**config.mk**
```make
export PLATFORM = sky130hd
export DESIGN_NAME = to_lower_stream
export DESIGN_NICKNAME = d
export VERILOG_FILES = /design/src/rtl/to_lower_stream.sv
export SDC_FILE = /design/constraint.sdc
export NUM_CORES = 1
export LEC_CHECK = 0
export BUFFER_PORTS_ARGS = -buffer_cell sky130_fd_sc_hd__buf_4
export CORE_MARGIN = 10
export CORE_UTILIZATION = 55
export CTS_CLUSTER_DIAMETER = 80
export DETAILED_ROUTE_END_ITERATION = 7
export HOLD_SLACK_MARGIN = 0.03
export PLACE_DENSITY = 0.89
export SLEW_MARGIN = 20
export SYNTH_ARGS = -nofsm -noshare
export SYNTH_HDL_FRONTEND = slang
export SYNTH_SLANG_ARGS = --single-unit
```
**constraint.sdc**
```tcl
create_clock -name clk -period 5.3 [get_ports clk]
set_input_delay 0.265 -clock clk [delete_from_list [all_inputs] [get_ports clk]]
set_output_delay 0.265 -clock clk [all_outputs]
set_load 0.02 [all_outputs]
```
**src/rtl/to_lower_stream.sv**
```systemverilog
// to_lower_stream: streaming ASCII uppercase-to-lowercase converter with an
// output FIFO. Bytes are accepted on a valid/ready input, and 'A'..'Z' are
// folded to 'a'..'z' as they are written. They leave through a valid/ready
// output that drives the FIFO head straight out.
//
// Optional feature macro: TO_LOWER_COUNT_EN
//   When it is defined, a COUNT_W-bit conv_count port and register are added.
//   The register counts every accepted byte that was uppercase. It wraps
//   around and is cleared only by rst.
//
// Pointers are $clog2(DEPTH)+1 bits wide. The extra MSB tells a full FIFO
// apart from an empty one. Every status output is decoded from the registered
// pointers alone, so no output has a combinational path from in_valid or
// out_ready.
module to_lower_stream #(
  parameter int DEPTH   = 4,
  parameter int COUNT_W = 16
) (
  input  logic                   clk,
  input  logic                   rst,
  input  logic [7:0]             in_data,
  input  logic                   in_valid,
  output logic                   in_ready,
  output logic [7:0]             out_data,
  output logic                   out_valid,
  input  logic                   out_ready,
  input  logic                   flush,
  output logic [$clog2(DEPTH):0] level
`ifdef TO_LOWER_COUNT_EN
  ,
  output logic [COUNT_W-1:0]     conv_count
`endif
);

  localparam int AW = $clog2(DEPTH);

  // Pointer state, with next-state values
  logic [AW:0]      wptr_q, wptr_d;
  logic [AW:0]      rptr_q, rptr_d;

  // Storage (no reset; only entries that are known to be written are read)
  logic [7:0]       mem_q [DEPTH];

  // Datapath and handshake decode
  logic             is_upper;
  logic [7:0]       conv_byte;
  logic             empty;
  logic             full;
  logic             push;
  logic             pop;
  logic [DEPTH-1:0] entry_we;

  // Fold an uppercase letter to lowercase; leave every other byte untouched
  always_comb begin
    is_upper  = (in_data >= 8'h41) && (in_data <= 8'h5A);
    conv_byte = is_upper ? (in_data + 8'h20) : in_data;
  end

  // Status flags come only from the registered pointers
  always_comb begin
    empty = (wptr_q == rptr_q);
    full  = (wptr_q[AW-1:0] == rptr_q[AW-1:0]) && (wptr_q[AW] != rptr_q[AW]);
  end

  // A flush cancels any transfer that happens in the same cycle
  always_comb begin
    push = in_valid && !full && !flush;
    pop  = !empty && out_ready && !flush;
  end

  // Next pointers: a flush wins; otherwise each pointer advances independently
  always_comb begin
    wptr_d = wptr_q;
    rptr_d = rptr_q;
    if (flush) begin
      wptr_d = '0;
      rptr_d = '0;
    end else begin
      if (push) begin
        wptr_d = wptr_q + 1'b1;
      end
      if (pop) begin
        rptr_d = rptr_q + 1'b1;
      end
    end
  end

  // Pointer registers; reset asynchronously to the empty state
  always_ff @(posedge clk or posedge rst) begin
    if (rst) begin
      wptr_q <= '0;
      rptr_q <= '0;
    end else begin
      wptr_q <= wptr_d;
      rptr_q <= rptr_d;
    end
  end

  // Decode one write strobe for each storage entry
  generate
    for (genvar gi = 0; gi < DEPTH; gi++) begin : g_we
      assign entry_we[gi] = push && (wptr_q[AW-1:0] == AW'(gi));
    end
  endgenerate

  // Store the converted byte in the entry that the write pointer addresses
  always_ff @(posedge clk) begin
    for (int i = 0; i < DEPTH; i++) begin
      if (entry_we[i]) begin
        mem_q[i] <= conv_byte;
      end
    end
  end

  // Drive the head entry out; force it to zero while empty so it is never unknown
  always_comb begin
    out_valid = !empty;
    in_ready  = !full;
    level     = wptr_q - rptr_q;
    out_data  = empty ? 8'h00 : mem_q[rptr_q[AW-1:0]];
  end

`ifdef TO_LOWER_COUNT_EN
  logic [COUNT_W-1:0] count_q, count_d;

  // Count accepted uppercase bytes; a flush cancels the push, so it cancels the count too
  always_comb begin
    count_d = count_q;
    if (push && is_upper) begin
      count_d = count_q + 1'b1;
    end
  end

  // Conversion counter; cleared only by reset
  always_ff @(posedge clk or posedge rst) begin
    if (rst) begin
      count_q <= '0;
    end else begin
      count_q <= count_d;
    end
  end

  assign conv_count = count_q;
`endif

endmodule

```
Word-level counts from Yosys, hierarchy flattened
Memories as Yosys holds them, arrays and structs flattened.
Index checks and enable logic that the tools add are counted.
- flip-flop bits (word level): 6
- RAM bits: 32
- input bits: 13
- output and inout port bits: 13
- word-level logic and storage cells: 57
- memories: 1
- add/subtract/negate cells: 4
- magnitude comparators: 2
- equal/unequal tests: 6
- muxes and demuxes: 23
- reductions and logical operators: 19
- memories (memory ; depth ; width ; read ports ; clocked after memory_dff ; wr ports ; RTL line ; source):
    mem_q ; 4 ; 8 ; 1 ; 0 ; 1 ; 42 ; logic [7:0] mem_q [DEPTH];
- operators by type and width (operator ; count):
    two-way mux 8 bit ; 5
    OR reduction 8 bit ; 3
    two-way mux 3 bit ; 4
    two-way mux 1 bit ; 11
    logical AND 1 bit ; 10
    adder 8 x 6 -> 8 bit (second input constant) ; 1
    greater-or-equal comparator 8 x 7 -> 1 bit (second input constant) ; 1
    <= comparator 8 x 7 -> 1 bit (second input constant) ; 1
    adder 3 x 1 -> 3 bit (second input constant) ; 2
    two-way mux 2 bit ; 3
    equality test 2 bit (second input constant) ; 2
    nonzero test 2 bit ; 2
    equality test 3 bit ; 1
    zero test 1 bit ; 3
    subtractor 3 bit ; 1
    equality test 2 x 1 -> 1 bit (second input constant) ; 1
    equality test 2 bit ; 1
    zero test 2 bit ; 1
    != test 1 bit ; 1

Depth between registers and ports, before layout
Gate-level depths: netlist (run 1).
- word-level depth: 12
- gate-level depth with buffers: 6
- gate-level depth less buffers: 5

Least setup slack after synthesis (run 1)
OpenSTA, ideal clock, no wires.
- path kind: reg-to-reg
- start point: reg rptr_q[1]
- end point: mem mem_q[0][0] (enable)
- library setup time: 0.332 ns
- data arrival time: 1.767 ns
- data required time: 4.968 ns
- setup slack: 3.201 ns
- cell stages (with the launch flop): 7
- buffers on the path: 1
- period minus slack after synthesis: 2.099 ns
- path through: dfrtp_1 clkbuf_1 inv_1 ha_1 and2_1 a21boi_2 and3_1
- elaborated cells on any way between the ends: 26
- classes of those cells: 1 x eq/ne; 14 x mux; 11 x reduce/logical
- RTL lines (what ; RTL line ; source):
    start: declaration ; 39 ; logic [AW:0] rptr_q, rptr_d;
    start signal: assignment ; 95 ; rptr_q <= rptr_d;
    equality test 2 bit ; 62 ; full = (wptr_q[AW-1:0] == rptr_q[AW-1:0]) && (wptr_q[AW] != rptr_q[AW]);
    logical AND 1 bit ; 62 ;
    zero test 1 bit ; 67 ; push = in_valid && !full && !flush;
    logical AND 1 bit (2 in a row) ; 67 ;
    logical AND 1 bit ; 102 ; assign entry_we[gi] = push && (wptr_q[AW-1:0] == AW'(gi));
    net entry_we[0] ; 51 ; logic [DEPTH-1:0] entry_we;
    two-way mux 1 bit ; 109 ; if (entry_we[i]) begin
    two-way mux 1 bit (implied by the code) ; 110 ; mem_q[i] <= conv_byte;
    two-way mux 1 bit (no source line) (3 in a row) ; - ;
    end: declaration ; 42 ;
The timed path passes the listed nets, and every way through them passes these cells.

Worst setup path after layout (run 1)
- start point: reg rptr_q[1]
- end point: out out_data[3]
- longest elaborated chain between the ends: 2
- elaborated cells on any way between the ends: 3
- classes of those cells: 1 x eq/ne; 1 x mux; 1 x memory
- ends and longest elaborated chain (what ; RTL line ; source):
    memory (4 x 8 bit) or equality test 3 bit (tied branches) ; - ;
    two-way mux 8 bit * ; 120 ; out_data = empty ? 8'h00 : mem_q[rptr_q[AW-1:0]];
    end: declaration ; 24 ; output logic [7:0] out_data,
Every way passes the cells marked *; elsewhere a longest branch is shown, timed or not.

==> impl_metrics.env, run 1 <==
export IMPL_status="complete, no violations"
export IMPL_synth_fa_ha_area_share_pct=6.553
export IMPL_yosys_area_share_simple_pct=9.625
export IMPL_finalMaxSlewViolations=0
export IMPL_cts_max_path_buffers=2
export IMPL_leakage_nw=0.8575
export IMPL_peakVddDrop_mv=0.2122
export IMPL_syn_inst=120
export IMPL_synth_mux_area_share_pct=11.06
export IMPL_drt_iter0_markers=138
export IMPL_relSlewSlack_pct=55.68
export IMPL_io_pin_count=26
export IMPL_num_antenna_cells=0
export IMPL_met2_usage_pct=19.07
export IMPL_netlist_area_leader_share_pct=52.42
export IMPL_antenna_found_initial=0
export IMPL_tns_ns=0
export IMPL_tightest_slew_ns=0.6562
export IMPL_max_cap_violations=0
export IMPL_clock_sinks=38
export IMPL_setup_viol=0
export IMPL_syn_to_final_growth_pct=17.34
export IMPL_timing_final_ws_setup_ns=2.709
export IMPL_syn_nets=142
export IMPL_cp_max_fo=11
export IMPL_clkSlewWorstSetupHoldPaths_ns=0.12
export IMPL_gp_congestion=0.8254
export IMPL_wirelength_mm=3.616
export IMPL_ys_seq_area_share_pct=60.61
export IMPL_die_width_um=77.73
export IMPL_synthXorXnorAreaFrac_pct=1.843
export IMPL_fmax_mhz=386.0
export IMPL_cpMaxStageDelayCell="dfrtp_1"
export IMPL_synthDistinctLibCells=34
export IMPL_grt_pass1_wl_mm=5.947
export IMPL_gr_total_overflow=0
export IMPL_dp_worst_setup_slack_ns=2.899
export IMPL_final_nets=172
export IMPL_gr_usage_met3_pct=5.184
export IMPL_path_cells="inv_1, ha_1, nand2_1, nor2_2, and2b_2, buf_4"
export IMPL_detail_route_wl_per_cell_um=18.54
export IMPL_htreeDepth=2
export IMPL_clk_latency_ns=0.34
export IMPL_syn_area_um2=1833
export IMPL_coreArea_um2=3128
export IMPL_post_route_period_util_pct=48.88
export IMPL_worstSetupPathType="flip-flop to output port"
export IMPL_cp_data_required_time_ns=5.04
export IMPL_fin_skew_ns=0.009467
export IMPL_ys_ff_latch=38
export IMPL_avgSynthCellArea_um2=15.28
export IMPL_powerDensity_nw_per_um2=367.6
export IMPL_port_buffers=25
export IMPL_drc_errors=0
export IMPL_vias_per_cell=5.687
export IMPL_num_vias=1109
export IMPL_cts_buffers=5
export IMPL_num_fill_cells=209
export IMPL_grt_use_total_pct=12.68
export IMPL_critPathBufInv=2
export IMPL_dieArea_um2=6042
export IMPL_drive_gt1_share_pct=35.10
export IMPL_holdCritPathClass="input pin to flip-flop"
export IMPL_synth_largest_area_cell="edfxtp_1"
export IMPL_synth_top_family_by_area="multiplexers"
export IMPL_cts_root_buf="clkbuf_4"
export IMPL_path_delay_family="simple AND/OR/NAND/NOR gates"
export IMPL_start_kind="flip-flop"
export IMPL_die_h_um=77.73
export IMPL_arrival_ns=2.33
export IMPL_synth_area_leaders="edfxtp_1, mux4_2, dfrtp_1, ha_1, and2b_2"
export IMPL_synth_compound_area_share_pct=7.167
export IMPL_grt_pass1_vias=1124
export IMPL_grt_setup_unrepaired="no"
export IMPL_grt_max_degree=13
export IMPL_min_period_ns=2.591
export IMPL_initial_core_util_pct=58.60
export IMPL_cts_tree="done"
export IMPL_hold_viol=0
export IMPL_endpoint_kind="output port"
export IMPL_slowest_delay_ns=0.65
export IMPL_drtPass1Iterations=4
export IMPL_drtAntennaViolNets=0
export IMPL_yosys_warnings=0
export IMPL_busiest_layer="met2"
export IMPL_grtUsageMet1_pct=16.11
export IMPL_dp_hpwl_mm=2.714
export IMPL_placementRows=20
==> metrics by stage <==
step	instance area [µm²]	hold WS (ns)	total power, W	instances	utilization (%)
final	2151	0.1382	0.0007906	195	68.76
after floorplan	1833	0.05596	0.0005133	120	-
after global placement	2063	0.2012	0.0005986	186	65.96
after CTS	2151	0.1251	0.0007970	195	68.76
after detailed placement	2063	0.2068	0.0006049	186	65.96
after global routing	2151	0.1169	0.0008297	195	68.76
==> cell usage after synthesis (all sizes together) <==
| master | n |
|---|---|
| nand2 | 4 |
| a311o | 1 |
| nor2 | 7 |
| o31ai | 3 |
| xnor2 | 2 |
| a2111oi | 1 |
| edfxtp | 32 |
| a211o | 1 |
| or2b | 1 |
| a21oi | 2 |
| inv | 12 |
| xor2 | 1 |
| o41ai | 1 |
| dfrtp | 6 |
| a21boi | 2 |
| mux2 | 2 |
| nor2b | 1 |
| ha | 8 |
| and2 | 1 |
| or4 | 1 |
| mux4 | 8 |
| buf | 1 |
| fa | 1 |
| or3 | 1 |
| clkbuf | 2 |
| o2111ai | 3 |
| o311ai | 1 |
| and3 | 4 |
| o31a | 1 |
| nand3 | 1 |
| and2b | 8 |
==> cells in the final DEF (no fill, tap or decap), types with 2 or more instances in the layout <==
master and count:
edfxtp_1 32, ha_1 8, a21oi_1 2, and2b_2 7, nand2_1 4, clkbuf_4 5, and3_1 4, xnor2_1 2
nor2_1 6, mux2_2 2, buf_4 25, o31ai_1 3, dfrtp_1 6, mux4_2 8, clkinv_2 2, o2111ai_1 3
inv_1 12
==> layer usage <==
layer / vias up / routed length, µm / part of all wire [%]
met5: - / 0 / 0
met4: 0 / 53 / 1.5
met3: 5 / 317 / 8.8
met2: 35 / 1704 / 47
met1: 553 / 1540 / 43
li1: 516 / - / -
==> repair_timing <==
item	CTS	global route
hold buffers	1	0
hold endpoints to repair	6	0
buffers inserted	0	0
gates resized for setup	0	0
==> report_power, final <==
group          total (W)  switching [W]  internal, W
combinational   0.000242       0.000126     0.000116
clock           0.000193      0.0000948    0.0000977
sequential      0.000356      0.0000189     0.000337
==> sequential cells by signal, indices dropped and copies added (netlist names) <==
signal  flops
mem_q      32
rptr_q      3
wptr_q      3
==> final cells by class <==
class | instances | area, µm² | share of cell area, %
Clock buffer | 5 | 37.54 | 1.745
Clock inverter | 3 | 40.04 | 1.862
Inverter | 12 | 45.04 | 2.094
Multi-Input combinational cell | 67 | 664.4 | 30.89
Sequential cell | 38 | 1111 | 51.66
Tap cell | 44 | 55.05 | 2.560
Timing Repair Buffer | 26 | 197.7 | 9.191
==> cells by family (layout without fill, tap and decap cells) <==
family | after synthesis | count (layout)
adders and majority gates | 9 | 9
AOI/OAI and AO/OA | 16 | 16
DFF | 38 | 38
and+or+nand+nor | 29 | 29
buffers and inverters | 15 | 46
xor gates and xnor gates | 3 | 3
muxes | 10 | 10
==> worst paths after layout <==
check | slack (ns) | from | cells past startpoint | end
max | 2.71 | rptr_q[1] | 6 | out_data[3]
max in group asynchronous | 4.71 | rst | 3 | wptr_q[2]
min in group asynchronous | 0.38 | rst | 3 | rptr_q[0]
min reg2reg | 0.70 | rptr_q[2] | 1 | rptr_q[2]
max reg2reg | 2.89 | rptr_q[0] | 4 | mem_q[0][5]
min | 0.14 | in_data[0] | 1 | mem_q[0][0]
No activity file was read; power rests on OpenSTA's default activity.
==> run 2, diff against run 1 <==
CORE_UTILIZATION = 50   (was 55)
PLACE_DENSITY = 0.86   (was 0.89)
clock period = 2.3 ns   (was 5.3 ns; I/O delays follow)
==> impl_metrics.env, run 2 (synthesized netlist as in run 1, its figures left out) <==
export IMPL_postCtsResizedCells=0
export IMPL_crit_cells=6
export IMPL_gr_usage_met3_pct=5.122
export IMPL_grt_pass1_wl_mm=5.947
export IMPL_cts_root_buf="clkbuf_8"
export IMPL_relSlewSlack_pct=56.18
export IMPL_path_cells="inv_1, ha_1, nand2_1, nor2_2, and2b_2, buf_4"
export IMPL_cp_max_fo=10
export IMPL_num_fill_cells=254
export IMPL_initial_core_util_pct=53.25
export IMPL_cp_endpoint="out_data[1]"
export IMPL_fin_skew_ns=0.004463
export IMPL_final_cell_count_no_fill=199
export IMPL_powerDensity_nw_per_um2=837.7
export IMPL_grt_max_degree=13
export IMPL_pwr_share_clk_pct=23.7
export IMPL_hold_viol=0
export IMPL_clock_sinks=38
export IMPL_p_total_w=0.001823
export IMPL_dpl_cell_count=190
export IMPL_setup_viol=0
export IMPL_drtAntennaViolNets=0
export IMPL_clk_latency_ns=0.29
export IMPL_coreArea_um2=3442
export IMPL_internal_power_w=0.001261
export IMPL_drc_errors=0
export IMPL_cp_data_required_time_ns=2.18
export IMPL_grt_pass1_vias=1194
export IMPL_die_h_um=80.55
export IMPL_syn_to_final_growth_pct=18.70
export IMPL_num_vias=1095
export IMPL_cts_tree="done"
export IMPL_largest_reg_flops=32
export IMPL_start_kind="flip-flop"
export IMPL_final_nets=174
export IMPL_r2r_end="mem_q[1][2]"
export IMPL_grtUsageMet1_pct=12.40
export IMPL_status="complete, no violations"
export IMPL_arrival_ns=2.05
export IMPL_tightest_slew_ns=0.6488
export IMPL_seq_power_share_pct=43.4
export IMPL_place_area_um2=2081
export IMPL_die_width_um=80.55
export IMPL_antenna_found_initial=0
export IMPL_drt_iter0_markers=146
export IMPL_io_pin_count=26
export IMPL_grt_use_total_pct=11.97
export IMPL_crit_start="wptr_q[0]"
export IMPL_tns_ns=0
export IMPL_dieArea_um2=6488
export IMPL_finalMaxSlewViolations=0
export IMPL_vias_per_cell=5.503
export IMPL_max_cap_violations=0
export IMPL_mostFrequentLayoutCell="edfxtp_1"
export IMPL_min_period_ns=2.169
export IMPL_rr_worst_depth=5
export IMPL_regMostFlops="mem_q"
export IMPL_p_comb_share_pct=32.9
export IMPL_reg_top3="mem_q: 32 flops, rptr_q: 3 flops, wptr_q: 3 flops"
export IMPL_met2_usage_pct=20.94
export IMPL_timing_final_ws_setup_ns=0.1314
export IMPL_p_sw_share_pct=30.79
export IMPL_r2r_slack_ns=0.14
export IMPL_htreeDepth=2
export IMPL_gp_congestion=0.8586
export IMPL_gr_total_overflow=0
export IMPL_peakVddDrop_mv=0.4238
export IMPL_endpoint_kind="output port"
export IMPL_cpMaxStageDelayCell="dfrtp_1"
export IMPL_worstSetupPathType="flip-flop to output port"
export IMPL_postLayoutCellArea_um2=2176
export IMPL_cts_max_path_buffers=2
export IMPL_layout_common_cells="edfxtp_1, buf_4, inv_1"
export IMPL_holdCritPathClass="input pin to flip-flop"
export IMPL_dp_worst_setup_slack_ns=0.1923
export IMPL_wirelength_mm=3.651
export IMPL_drtPass1Iterations=4
export IMPL_num_antenna_cells=0
export IMPL_p_sw_w=0.0005612
export IMPL_cts_buffers=5
export IMPL_clkSlewWorstSetupHoldPaths_ns=0.07
export IMPL_fmax_mhz=461.1
export IMPL_post_route_period_util_pct=94.29
export IMPL_path_delay_family="simple AND/OR/NAND/NOR gates"
export IMPL_critPathBufInv=2
export IMPL_grt_setup_unrepaired="no"
export IMPL_drive_gt1_share_pct=35.29
export IMPL_dp_hpwl_mm=2.734
export IMPL_port_buffers=25
export IMPL_leakage_nw=0.8648
export IMPL_r2r_start="wptr_q[0]"
export IMPL_slowest_delay_ns=0.41
export IMPL_detail_route_wl_per_cell_um=18.35
export IMPL_placementRows=21
export IMPL_busiest_layer="met2"
==> run 2: cell count changes in the layout (fill, tap and decap cells not counted) <==
cell / previous run / this run
clkbuf_4: 5 / 0
clkbuf_8: 0 / 5
buf_4: 25 / 27
bufinv_16: 1 / 0
clkinv_1: 0 / 1
clkinv_2: 2 / 1
clkinvlp_4: 0 / 1
==> run 2: layer usage <==
layer  wire (µm)  share of wire [%]  vias to the layer above
li1            -                  -                      518
met5           0                  0                        -
met1        1460                 40                      538
met2        1862                 51                       32
met3         263                7.2                        7
met4          65                1.8                        0
==> run 2: worst min-delay path by stage <==
| stage | startpoint | to | slack (ns) | cells past startpoint |
|---|---|---|---|---|
| floorplan | rst | rptr_q[0] | -0.09 | 1 |
| global placement | rst | wptr_q[2] | 0.04 | 2 |
| detailed placement | rst | wptr_q[2] | 0.05 | 2 |
| CTS | in_data[3] | mem_q[3][3] | 0.04 | 1 |
| global route | in_data[3] | mem_q[0][3] | 0.04 | 1 |
| finish | in_data[3] | mem_q[3][3] | 0.05 | 1 |
==> run 2: timing repair <==
action | 4_1_cts | 5_1_grt
setup buffers | 0 | 0
hold endpoints to repair | 6 | 0
hold buffers | 1 | 0
==> run 2: area by class of cell <==
type	instances	area [µm²]	area share, %
multi-input cells	67	664.4	30.53
inverters	12	45.04	2.070
flip-flops and latches	38	1111	51.06
repair buffers	28	212.7	9.776
clock buffers	5	68.82	3.163
well taps	46	57.56	2.645
clock inverters	3	16.27	0.7476
==> run 2: power groups by stage <==
stage          sequential (W)  clock [W]  combinational (W)
6_report             0.000792   0.000432           0.000599
5_1_grt              0.000796   0.000477           0.000649
4_1_cts              0.000792   0.000444           0.000612
3_5_place_dp         0.000807          0           0.000609
3_3_place_gp         0.000805          0           0.000592
2_1_floorplan        0.000804          0           0.000378
==> run 2: metrics by stage <==
stage | util (%) | hold WS [ns]
after global routing | 63.21 | 0.04039
after global placement | 60.45 | 0.03945
final | 63.21 | 0.05148
after detailed placement | 60.45 | 0.05314
after CTS | 63.21 | 0.04350
after floorplan | - | -0.09404
==> run 3, diff against run 2 <==
GPL_ROUTABILITY_DRIVEN = 1   (was unset)
REMOVE_ABC_BUFFERS = 1   (was unset)
==> impl_metrics.env, run 3 (synthesized netlist as in run 1, its figures left out) <==
export IMPL_initial_core_util_pct=53.25
export IMPL_mostFrequentLayoutCell="edfxtp_1"
export IMPL_finalMaxSlewViolations=0
export IMPL_coreArea_um2=3442
export IMPL_grt_pass1_vias=1176
export IMPL_hold_viol=0
export IMPL_internal_power_w=0.001383
export IMPL_holdCritPathClass="input pin to flip-flop"
export IMPL_arrival_ns=2.08
export IMPL_drc_errors=0
export IMPL_finalCoreUtilization_pct=63.98
export IMPL_min_period_ns=2.133
export IMPL_start_kind="flip-flop"
export IMPL_drive_gt1_share_pct=34.64
export IMPL_reg_top3="mem_q: 32 flops, rptr_q: 3 flops, wptr_q: 3 flops"
export IMPL_drtAntennaViolNets=0
export IMPL_num_vias=1155
export IMPL_worstSetupPathType="flip-flop to flip-flop"
export IMPL_tns_ns=0
export IMPL_vias_per_cell=5.804
export IMPL_seq_power_share_pct=40.8
export IMPL_tightest_slew_ns=0.7005
export IMPL_pwr_share_clk_pct=27.8
export IMPL_detail_route_wl_per_cell_um=20.33
export IMPL_cp_max_fo=8
export IMPL_wirelength_mm=4.045
export IMPL_layout_common_cells="edfxtp_1, buf_4, inv_1"
export IMPL_cts_tree="done"
export IMPL_drtPass1Iterations=4
export IMPL_post_cts_setup_buffers=0
export IMPL_p_comb_share_pct=31.4
export IMPL_dp_hpwl_mm=3.014
export IMPL_die_h_um=80.55
export IMPL_clkSlewWorstSetupHoldPaths_ns=0.07
export IMPL_leakage_nw=0.8771
export IMPL_p_sw_w=0.0005631
export IMPL_peakVddDrop_mv=0.3433
export IMPL_clk_latency_ns=0.28
export IMPL_endpoint_kind="flip-flop"
export IMPL_status="complete, no violations"
export IMPL_placementRows=21
export IMPL_num_antenna_cells=0
export IMPL_cts_buffers=5
export IMPL_htreeDepth=2
export IMPL_clock_sinks=38
export IMPL_port_buffers=25
export IMPL_gp_congestion=0.8982
export IMPL_gr_total_overflow=0
export IMPL_grt_pass1_wl_mm=6.589
export IMPL_fmax_mhz=468.7
export IMPL_drt_iter0_markers=82
export IMPL_powerDensity_nw_per_um2=883.6
export IMPL_io_pin_count=26
export IMPL_final_nets=174
export IMPL_antenna_found_initial=0
export IMPL_die_width_um=80.55
export IMPL_grt_use_total_pct=13.28
export IMPL_dieArea_um2=6488
export IMPL_setup_viol=0
export IMPL_grt_setup_unrepaired="no"
export IMPL_max_cap_violations=0
export IMPL_p_sw_share_pct=28.94
export IMPL_cts_max_path_buffers=2
export IMPL_grt_max_degree=13
export IMPL_regMostFlops="mem_q"
export IMPL_fin_skew_ns=0.007018
export IMPL_post_route_period_util_pct=92.76
export IMPL_cp_data_required_time_ns=2.24
export IMPL_largest_reg_flops=32
export IMPL_cts_root_buf="clkbuf_8"
export IMPL_relSlewSlack_pct=52.69
export IMPL_syn_to_final_growth_pct=20.14
==> run 3: changes by cell type in the layout (fill, tap and decap cells not counted), sizes merged <==
cell	before	now
clkinv	2	0
clkbuf	5	7
bufinv	0	1
clkinvlp	1	0
==> run 3: power by group through the flow <==
| stage | sequential (W) | combinational, W | clock (W) |
|---|---|---|---|
| 2_1_floorplan | 0.000826 | 0.000349 | 0 |
| 3_3_place_gp | 0.000805 | 0.000580 | 0 |
| 3_5_place_dp | 0.000808 | 0.000606 | 0 |
| 4_1_cts | 0.000794 | 0.000612 | 0.000549 |
| 5_1_grt | 0.000797 | 0.000660 | 0.000580 |
| 6_report | 0.000794 | 0.000612 | 0.000540 |
==> run 3: layout make-up <==
| cell class | instances | area [µm²] |
|---|---|---|
| fill | 246 | 1240 |
| sequential | 38 | 1111 |
| multi-input combinational | 67 | 669.4 |
| timing repair buffer | 28 | 212.7 |
| clock buffer | 7 | 76.32 |
| tap | 46 | 57.56 |
| inverter | 12 | 45.04 |
| clock inverter | 1 | 30.03 |
==> run 3: final timing paths <==
| check | startpoint | to | slack (ns) | cells after the start |
|---|---|---|---|---|
| max | wptr_q[0] | mem_q[1][2] | 0.17 | 5 |
| min | in_data[4] | mem_q[1][4] | 0.06 | 1 |
| max reg2reg | wptr_q[0] | mem_q[1][2] | 0.17 | 5 |
| min reg2reg | rptr_q[1] | rptr_q[1] | 0.58 | 2 |
| max in group asynchronous | rst | rptr_q[0] | 1.78 | 3 |
| min in group asynchronous | rst | rptr_q[1] | 0.31 | 3 |
==> run 3: per-stage QoR <==
stage	power [W]	area [µm²]	setup WS [ns]	cells	hold WS, ns
global route	0.002036	2202	0.02991	199	0.05162
global placement	0.001386	2081	0.2973	190	0.05131
detailed placement	0.001415	2081	0.1983	190	0.05965
CTS	0.001954	2197	0.1530	199	0.04737
floorplan	0.001175	1821	0.2589	117	-0.09404
finish	0.001946	2202	0.1666	199	0.06009
==> run 3: timing repair <==
action	CTS	global route
resized for setup	0	1
hold endpoints to repair	6	0
setup endpoints to repair	0	3
hold buffers	1	0
==> run 3: per-layer routing <==
metal  GRT usage [%]  wire length, µm  up-vias  share of wire (%)
li1                -                -      516                  -
met1           15.89             1647      585                 41
met2           21.34             2027       50                 50
met3           5.011              338        4                8.4
met4           4.577               31        0               0.77
met5               0                0        -                  0
==> run 3: critical path: stages (launching register included) <==
cell and delay (ns):
dfrtp_1 0.40, inv_1 0.11, ha_1 0.34, and2_1 0.22, a21boi_2 0.27, and3_1 0.45
